## config.mk

```make
export PLATFORM = sky130hd
export DESIGN_NAME = bids22_round_ctrl
export DESIGN_NICKNAME = d
export VERILOG_FILES = /design/src/rtl/bids22_round_ctrl.sv
export SDC_FILE = /design/constraint.sdc
export NUM_CORES = 1
export LEC_CHECK = 0
export ABC_AREA = 1
export BUFFER_PORTS_ARGS = -buffer_cell sky130_fd_sc_hd__buf_4
export CAP_MARGIN = 20
export CORE_ASPECT_RATIO = 1.2
export CORE_MARGIN = 3
export CORE_UTILIZATION = 50
export DETAILED_ROUTE_END_ITERATION = 12
export GPL_ROUTABILITY_DRIVEN = 0
export GPL_TIMING_DRIVEN = 1
export PLACE_DENSITY = 0.85
export SYNTH_ARGS = -nofsm -noshare
export SYNTH_HDL_FRONTEND = slang
export SYNTH_SLANG_ARGS = --single-unit
```

## constraint.sdc

```tcl
create_clock -name clk -period 2 [get_ports clk]
set_input_delay 0.2 -clock clk [delete_from_list [all_inputs] [get_ports clk]]
set_output_delay 0.2 -clock clk [all_outputs]
set_load 0.01 [all_outputs]
```

## src/rtl/bids22_round_ctrl.sv

```systemverilog
// bids22 round sequencer: configures the auction engine, runs one round, reports.
// Optional watchdog on ISSUE stalls and WAIT: define BIDS22_ROUND_TIMEOUT_EN.
module bids22_round_ctrl (
  input  logic        clk,
  input  logic        reset,
  input  logic        req_valid,
  output logic        req_ready,
  input  logic [31:0] req_bal_x,
  input  logic [31:0] req_bal_y,
  input  logic [31:0] req_bal_z,
  input  logic [2:0]  req_mask,
  input  logic [15:0] req_len,
  input  logic        eng_ready,
  input  logic [2:0]  eng_err,
  input  logic        eng_round_over,
  input  logic        eng_x_win,
  input  logic        eng_y_win,
  input  logic        eng_z_win,
  input  logic [31:0] eng_max_bid,
  output logic [3:0]  eng_op,
  output logic [31:0] eng_data,
  output logic        eng_start,
  output logic        busy,
  output logic        done,
  output logic [1:0]  res_winner,
  output logic [31:0] res_max_bid,
  output logic [2:0]  res_err,
  output logic        res_timeout
);
  localparam logic [3:0] OP_UNLOCK   = 4'h1;
  localparam logic [3:0] OP_LOCK     = 4'h2;
  localparam logic [3:0] OP_LOAD_X   = 4'h3;
  localparam logic [3:0] OP_LOAD_Y   = 4'h4;
  localparam logic [3:0] OP_LOAD_Z   = 4'h5;
  localparam logic [3:0] OP_SET_MASK = 4'h6;

  typedef enum logic [2:0] {
    S_IDLE, S_ISSUE, S_CHECK, S_RUN, S_WAIT, S_REPORT
  } state_e;

  state_e      state_q, state_d;
  logic [2:0]  idx_q, idx_d;
  logic [31:0] bal_x_q, bal_x_d;
  logic [31:0] bal_y_q, bal_y_d;
  logic [31:0] bal_z_q, bal_z_d;
  logic [2:0]  mask_q, mask_d;
  logic [15:0] len_q, len_d;
  logic [15:0] cnt_q, cnt_d;
  logic [1:0]  win_q, win_d;
  logic [31:0] max_q, max_d;
  logic [2:0]  err_q, err_d;
  logic        tout_q, tout_d;
  logic [3:0]  cur_op;
  logic [31:0] cur_data;
  logic [1:0]  cap_win;
  logic [2:0]  cap_err;

`ifdef BIDS22_ROUND_TIMEOUT_EN
  localparam int TIMEOUT = 1024;
  localparam int TW = $clog2(TIMEOUT);
  logic [TW-1:0] tmo_q, tmo_d;
`endif

  assign req_ready   = (state_q == S_IDLE);
  assign busy        = (state_q != S_IDLE);
  assign done        = (state_q == S_REPORT);
  assign res_winner  = win_q;
  assign res_max_bid = max_q;
  assign res_err     = err_q;
  assign res_timeout = tout_q;

  always_comb begin
    cur_op   = OP_UNLOCK;
    cur_data = '0;
    case (idx_q)
      3'd1:    begin cur_op = OP_LOAD_X; cur_data = bal_x_q; end
      3'd2:    begin cur_op = OP_LOAD_Y; cur_data = bal_y_q; end
      3'd3:    begin cur_op = OP_LOAD_Z; cur_data = bal_z_q; end
      3'd4:    begin cur_op = OP_SET_MASK; cur_data = {29'b0, mask_q}; end
      3'd5:    cur_op = OP_LOCK;
      default: cur_op = OP_UNLOCK;
    endcase
  end

  // More than one win flag is an engine inconsistency, reported as err 7.
  always_comb begin
    cap_win = 2'd0;
    cap_err = 3'h0;
    case ({eng_z_win, eng_y_win, eng_x_win})
      3'b000:  cap_win = 2'd0;
      3'b001:  cap_win = 2'd1;
      3'b010:  cap_win = 2'd2;
      3'b100:  cap_win = 2'd3;
      default: cap_err = 3'h7;
    endcase
  end

  always_comb begin
    state_d   = state_q;
    idx_d     = idx_q;
    bal_x_d   = bal_x_q;
    bal_y_d   = bal_y_q;
    bal_z_d   = bal_z_q;
    mask_d    = mask_q;
    len_d     = len_q;
    cnt_d     = cnt_q;
    win_d     = win_q;
    max_d     = max_q;
    err_d     = err_q;
    tout_d    = tout_q;
    eng_op    = 4'h0;
    eng_data  = 32'h0;
    eng_start = 1'b0;
    unique case (state_q)
      S_IDLE: begin
        if (req_valid) begin
          bal_x_d = req_bal_x;
          bal_y_d = req_bal_y;
          bal_z_d = req_bal_z;
          mask_d  = req_mask;
          len_d   = (req_len == 16'd0) ? 16'd1 : req_len;
          idx_d   = 3'd0;
          state_d = S_ISSUE;
        end
      end
      S_ISSUE: begin
        if (eng_ready) begin
          eng_op   = cur_op;
          eng_data = cur_data;
          state_d  = S_CHECK;
        end
      end
      S_CHECK: begin
        if (eng_err != 3'h0) begin
          err_d   = eng_err;
          win_d   = 2'd0;
          max_d   = 32'h0;
          tout_d  = 1'b0;
          state_d = S_REPORT;
        end else if (idx_q == 3'd5) begin
          cnt_d   = len_q;
          state_d = S_RUN;
        end else begin
          idx_d   = idx_q + 3'd1;
          state_d = S_ISSUE;
        end
      end
      S_RUN: begin
        if (eng_round_over) begin
          win_d   = cap_win;
          err_d   = cap_err;
          max_d   = eng_max_bid;
          tout_d  = 1'b0;
          state_d = S_REPORT;
        end else begin
          eng_start = 1'b1;
          cnt_d     = cnt_q - 16'd1;
          if (cnt_q == 16'd1) state_d = S_WAIT;
        end
      end
      S_WAIT: begin
        if (eng_round_over) begin
          win_d   = cap_win;
          err_d   = cap_err;
          max_d   = eng_max_bid;
          tout_d  = 1'b0;
          state_d = S_REPORT;
        end
      end
      S_REPORT: state_d = S_IDLE;
      default:  state_d = S_IDLE;
    endcase
`ifdef BIDS22_ROUND_TIMEOUT_EN
    tmo_d = '0;
    if (state_d == state_q &&
        ((state_q == S_ISSUE && !eng_ready) || state_q == S_WAIT)) begin
      if (tmo_q == TW'(TIMEOUT - 1)) begin
        state_d   = S_REPORT;
        tout_d    = 1'b1;
        err_d     = 3'h7;
        win_d     = 2'd0;
        max_d     = 32'h0;
        eng_start = 1'b0;
      end else begin
        tmo_d = tmo_q + TW'(1);
      end
    end
`endif
  end

  always_ff @(posedge clk) begin
    if (reset) begin
      state_q <= S_IDLE;
      idx_q   <= 3'd0;
      bal_x_q <= 32'h0;
      bal_y_q <= 32'h0;
      bal_z_q <= 32'h0;
      mask_q  <= 3'h0;
      len_q   <= 16'h0;
      cnt_q   <= 16'h0;
      win_q   <= 2'd0;
      max_q   <= 32'h0;
      err_q   <= 3'h0;
      tout_q  <= 1'b0;
`ifdef BIDS22_ROUND_TIMEOUT_EN
      tmo_q   <= '0;
`endif
    end else begin
      state_q <= state_d;
      idx_q   <= idx_d;
      bal_x_q <= bal_x_d;
      bal_y_q <= bal_y_d;
      bal_z_q <= bal_z_d;
      mask_q  <= mask_d;
      len_q   <= len_d;
      cnt_q   <= cnt_d;
      win_q   <= win_d;
      max_q   <= max_d;
      err_q   <= err_d;
      tout_q  <= tout_d;
`ifdef BIDS22_ROUND_TIMEOUT_EN
      tmo_q   <= tmo_d;
`endif
    end
  end
endmodule
```

# Word-level counts from Yosys, hierarchy flattened
# Cells that the tools add are included.
# classes
addsub	2
n_eq_ne	24
muxes	39
n_reduce_logical	15
# op_table
operator	count
2-to-1 mux 32 bit	4
case mux 32 bit (4 select lines)	1
2-to-1 mux 16 bit	4
case mux 32 bit (2 select lines)	1
2-to-1 mux 3 bit	12
case mux 16 bit (2 select lines)	1
case mux 3 bit (5 select lines)	2
== test 16 x 1 -> 1 bit (second input constant)	1
zero test 16 bit	1
!= test 2 bit (second input constant)	8
subtractor 16 x 1 -> 16 bit (second input constant)	1
== test 3 x 2 -> 1 bit (second input constant)	5
== test 3 bit (second input constant)	5
case mux 3 bit (2 select lines)	2
AND reduction 4 bit	3
== test 3 x 1 -> 1 bit (second input constant)	3
2-to-1 mux 4 bit	2
zero test 3 bit	2
2-to-1 mux 2 bit	3
case mux 2 bit (3 select lines)	1
nonzero test 2 bit	3
nonzero test 3 bit	2
2-to-1 mux 1 bit	4
case mux 2 bit (2 select lines)	1
8 further kinds	8
# word_totals
regBits	175
inputBits	158
out_inout_bits	78
word_cells	92

# Longest topological paths before layout
# logic_depth
depth_word	5
mapped_depth	12
depth_no_buf	12

# Least setup slack after synthesis
# OpenSTA, ideal clock, no wires.
# synth_path
path_kind	register -> output
startpoint	reg idx_q[1]
endpoint	out eng_data[10]
arrival_time_ns	1.464
required_ns	1.800
path_slack_ns	0.336
stages_incl_launch_ff	9
path_buffers	2
path_cell_list	dfxtp_1 -> inv_1 -> ha_1 -> nand2_1 -> buf_2 -> buf_1 -> o22ai_1 -> a21oi_1 -> nor2_1
# synth_via
elab_chain_cells	4
word_cells_on_any_way	7
classes_between	eq/ne: 4; mux: 3
# synth_rtl
element	line_no	text
start: declaration	42	logic [2:0] idx_q, idx_d;
start signal: assignment	210	idx_q <= idx_d;
== test 3 bit, or another cell as far along	75	case (idx_q)
case mux 32 bit (4 select lines) *	75	
2-to-1 mux 32 bit *	127	if (eng_ready) begin
2-to-1 mux 32 bit *	114	unique case (state_q)
end: declaration	21	output logic [31:0] eng_data,
# Every way passes the cells marked *; elsewhere a longest branch is shown, timed or not.

# Final worst setup path
# layout_path
startpoint	reg idx_q[2]
endpoint	out eng_data[7]
# Same word-level chain as after synthesis.

==> reports/results.tsv <==
metric	value	unit
path_cells	clkinvlp_4, ha_4, inv_6, buf_8, o22ai_1, a21oi_1, nor2_4, buf_6	
routed_wl	25.71	mm
grt_usage	0.2735	
worstPathArrival	2.03	ns
crit_type	reg2out	
path_max_fanout	11	
p_leak	0.004833	µW
netlist.area_leader.share	0.4353	
htree_levels	4	
viasPerCell	5.399	
ys_warn_count	0	
detail_route.first_pass.iterations	5	
fillers	1108	
final_cell_area	11460	µm²
fin_worst_skew	0.01494	ns
yosysMostFrequentCell	nor2_1	
routed-via-count	8465	
required	1.80	ns
numPortBuffers	233	
ys_ff_latch	174	
dp_hpwl	16.59	mm
clock_sinks	174	
crit_slowest_cell	dfxtp_4	
period_share	1.113	
startpoint_type	flop	
synth.cell_area	8001	µm²
drt_iter0_drc	632	
numCtsBuffers	17	
core	15640	µm²
fp.dieArea	17560	µm²
violations	setup timing	
reg2reg_from	state_q[0]	
final_cells	1568	
grt_pass1_vias	8098	
slowest_delay	0.40	ns
area_delta_synth_final	43.22	%
clk_pin_slew	0.07	ns
tightest_slew	0.5829	ns
grt_max_degree	60	
synthFlopType	dfxtp_1	
slew_violations	0	
slew_headroom	0.6078	
root_buffer	clkbuf_16	
rsz0062_at_grt	yes	
grt_overflow	0	
period_needed	2.227	ns
cts_tree	built	
postRouteAntennaNets	0	
dieHeight	144.6	µm
clk-insertion-delay-late	0.43	ns
avgSynthCellArea	7.261	µm²
pwr_density_cell	1159	nW/µm²
rows	50	
start_util	0.5116	
synthTopCellsByArea	dfxtp_1 44%, o21ai_0 8.6%, nor2_1 8.3%	
yosysTopAreaCell	dfxtp_1	
drive_above_1_share	0.3311	
wl_per_cell	16.40	µm
antenna_found_initial	1	
place_inst	1498	
pin_count	236	
post-route-drc-count	0	
max_freq	0.4491	GHz
status	finished with violations	
grt_pass1_wl	38.54	mm
setup_ws	-0.2266	ns
hp-start	req_bal_x[20]	
dpl_cell_area	9901	µm²
hold_viol	0	
synthTopCellsByCount	177 x nor2_1, 174 x dfxtp_1, 137 x o21ai_0	
ys_seq_area_frac	0.4353	
ir_worst_vdd	0.6756	mV
die_w	121.5	µm
cts_buffer_depth	2	
layout.nets	1513	
tns	-4.340	ns
dp_slack	0.1238	ns
synthCells	1102	
cp-end-kind	output port	
setup_viol	32	
hold_class	in2reg	
synth_edf_count	0	
utilization	0.7327	
startpoint	idx_q[2]	
synthArstFlopShare	0	
synth.distinct_cells	33	
cap_violations	0	
## critical path, delay by kind of cell (launching register included)
kind / cells / cell delay (ns)
buffers and inverters: 4 / 0.54
flip-flops: 1 / 0.40
AO/OA/AOI/OAI: 2 / 0.34
adder cells (fa/ha/maj): 1 / 0.23
AND/OR/NAND/NOR: 1 / 0.07
## area by class of cell
| class | instances | area (µm²) | area share |
|---|---|---|---|
| inverter | 123 | 484.2 | 0.04225 |
| clock inverter | 11 | 131.4 | 0.01146 |
| antenna | 1 | 2.502 | 0.0002184 |
| timing repair buffer | 297 | 2569 | 0.2242 |
| tap | 208 | 260.3 | 0.02271 |
| multi-input combinational | 733 | 4046 | 0.3531 |
| clock buffer | 21 | 470.5 | 0.04105 |
| sequential | 174 | 3496 | 0.3051 |
## routing by layer
| layer | global-route usage | part of all wire | vias to the layer above |
|---|---|---|---|
| met5 | 0 | 0 | - |
| met4 | 0.1139 | 0.034 | 0 |
| met3 | 0.07199 | 0.073 | 71 |
| met2 | 0.4972 | 0.52 | 351 |
| met1 | 0.3013 | 0.37 | 3951 |
| li1 | - | - | 4092 |
## placed cells by master, fill, tap and decap left out, types with 2 or more instances in the layout
| master | instances |
|---|---|
| ha_4 | 5 |
| nor2_2 | 9 |
| clkinvlp_4 | 4 |
| a31oi_1 | 2 |
| dfxtp_1 | 170 |
| bufinv_16 | 2 |
| nor2_1 | 147 |
| a221oi_2 | 3 |
| nand2_2 | 37 |
| conb_1 | 2 |
| nor3_1 | 2 |
| clkinv_4 | 2 |
| o22ai_1 | 30 |
| dfxtp_4 | 3 |
| nand2_1 | 97 |
| nand3_4 | 2 |
| clkbuf_16 | 17 |
| inv_1 | 110 |
| clkbuf_8 | 3 |
| buf_4 | 230 |
| o21ai_0 | 136 |
| ha_1 | 4 |
| clkinv_2 | 2 |
| nand3_1 | 59 |
| nand4_1 | 5 |
| inv_6 | 4 |
| dlygate4sd3_1 | 28 |
| a21oi_1 | 111 |
| nor4_1 | 2 |
| buf_8 | 4 |
| buf_12 | 8 |
| a21oi_2 | 45 |
| inv_2 | 5 |
| inv_4 | 5 |
| nand2_4 | 2 |
| o22ai_2 | 2 |
| nor2_4 | 23 |
| buf_6 | 25 |
## cell families after synthesis
logic type | Yosys count | synth area share
buffers and inverters | 196 | 0.1088
flip-flops | 174 | 0.4353
adder cells (fa/ha/maj) | 9 | 0.01407
AO/OA/AOI/OAI | 332 | 0.2286
multiplexers | 1 | 0.001251
AND/OR/NAND/NOR | 388 | 0.2103
XOR/XNOR | 1 | 0.001095
other | 1 | 0.0004687
## repair_timing
| item | 4_1_cts | 5_1_grt |
|---|---|---|
| pin swaps | 3 | 4 |
| hold buffers | 27 | 1 |
| endpoints found under the hold margin | 27 | 1 |
| buffers inserted | 2 | 5 |
| gates cloned | 4 | 1 |
| gates resized for setup | 81 | 73 |
| setup endpoints to repair | 35 | 34 |
## power by group
group / leakage (µW) / internal [µW] / switching, µW
Clock: 0.000287 / 1950 / 1430
Combinational: 0.00312 / 1800 / 3210
Sequential: 0.00143 / 4400 / 480
Total: 0.00483 / 8160 / 5120
## path summary, 6_finish.rpt
check / endpoint / slack [ns] / cells after the start
hold / removal: bal_x_q[20] / 0.008 / 3
setup reg to reg: res_max_bid[20] / 0.18 / 9
setup / recovery: eng_data[7] / -0.23 / 8
hold reg to reg: bal_y_q[10] / 0.45 / 2
## metrics by stage
| step | hold slack [ns] | power (µW) |
|---|---|---|
| after floorplan | 0.3349 | 8348 |
| after global placement | 0.4209 | 9306 |
| after detailed placement | 0.4265 | 9435 |
| after CTS | 0.001506 | 13100 |
| after global routing | 0.01795 | 14080 |
| final | 0.007588 | 13280 |
## sequential cells by signal, summed over array words and instances, names as in the netlist
register and flops:
bal_x_q 32, bal_y_q 32, bal_z_q 32, res_max_bid 32
cnt_q 16, len_q 16, idx_q 3, mask_q 3
res_err 3, state_q 3, res_winner 2
Note: power is estimated with default switching activity, not from simulation.
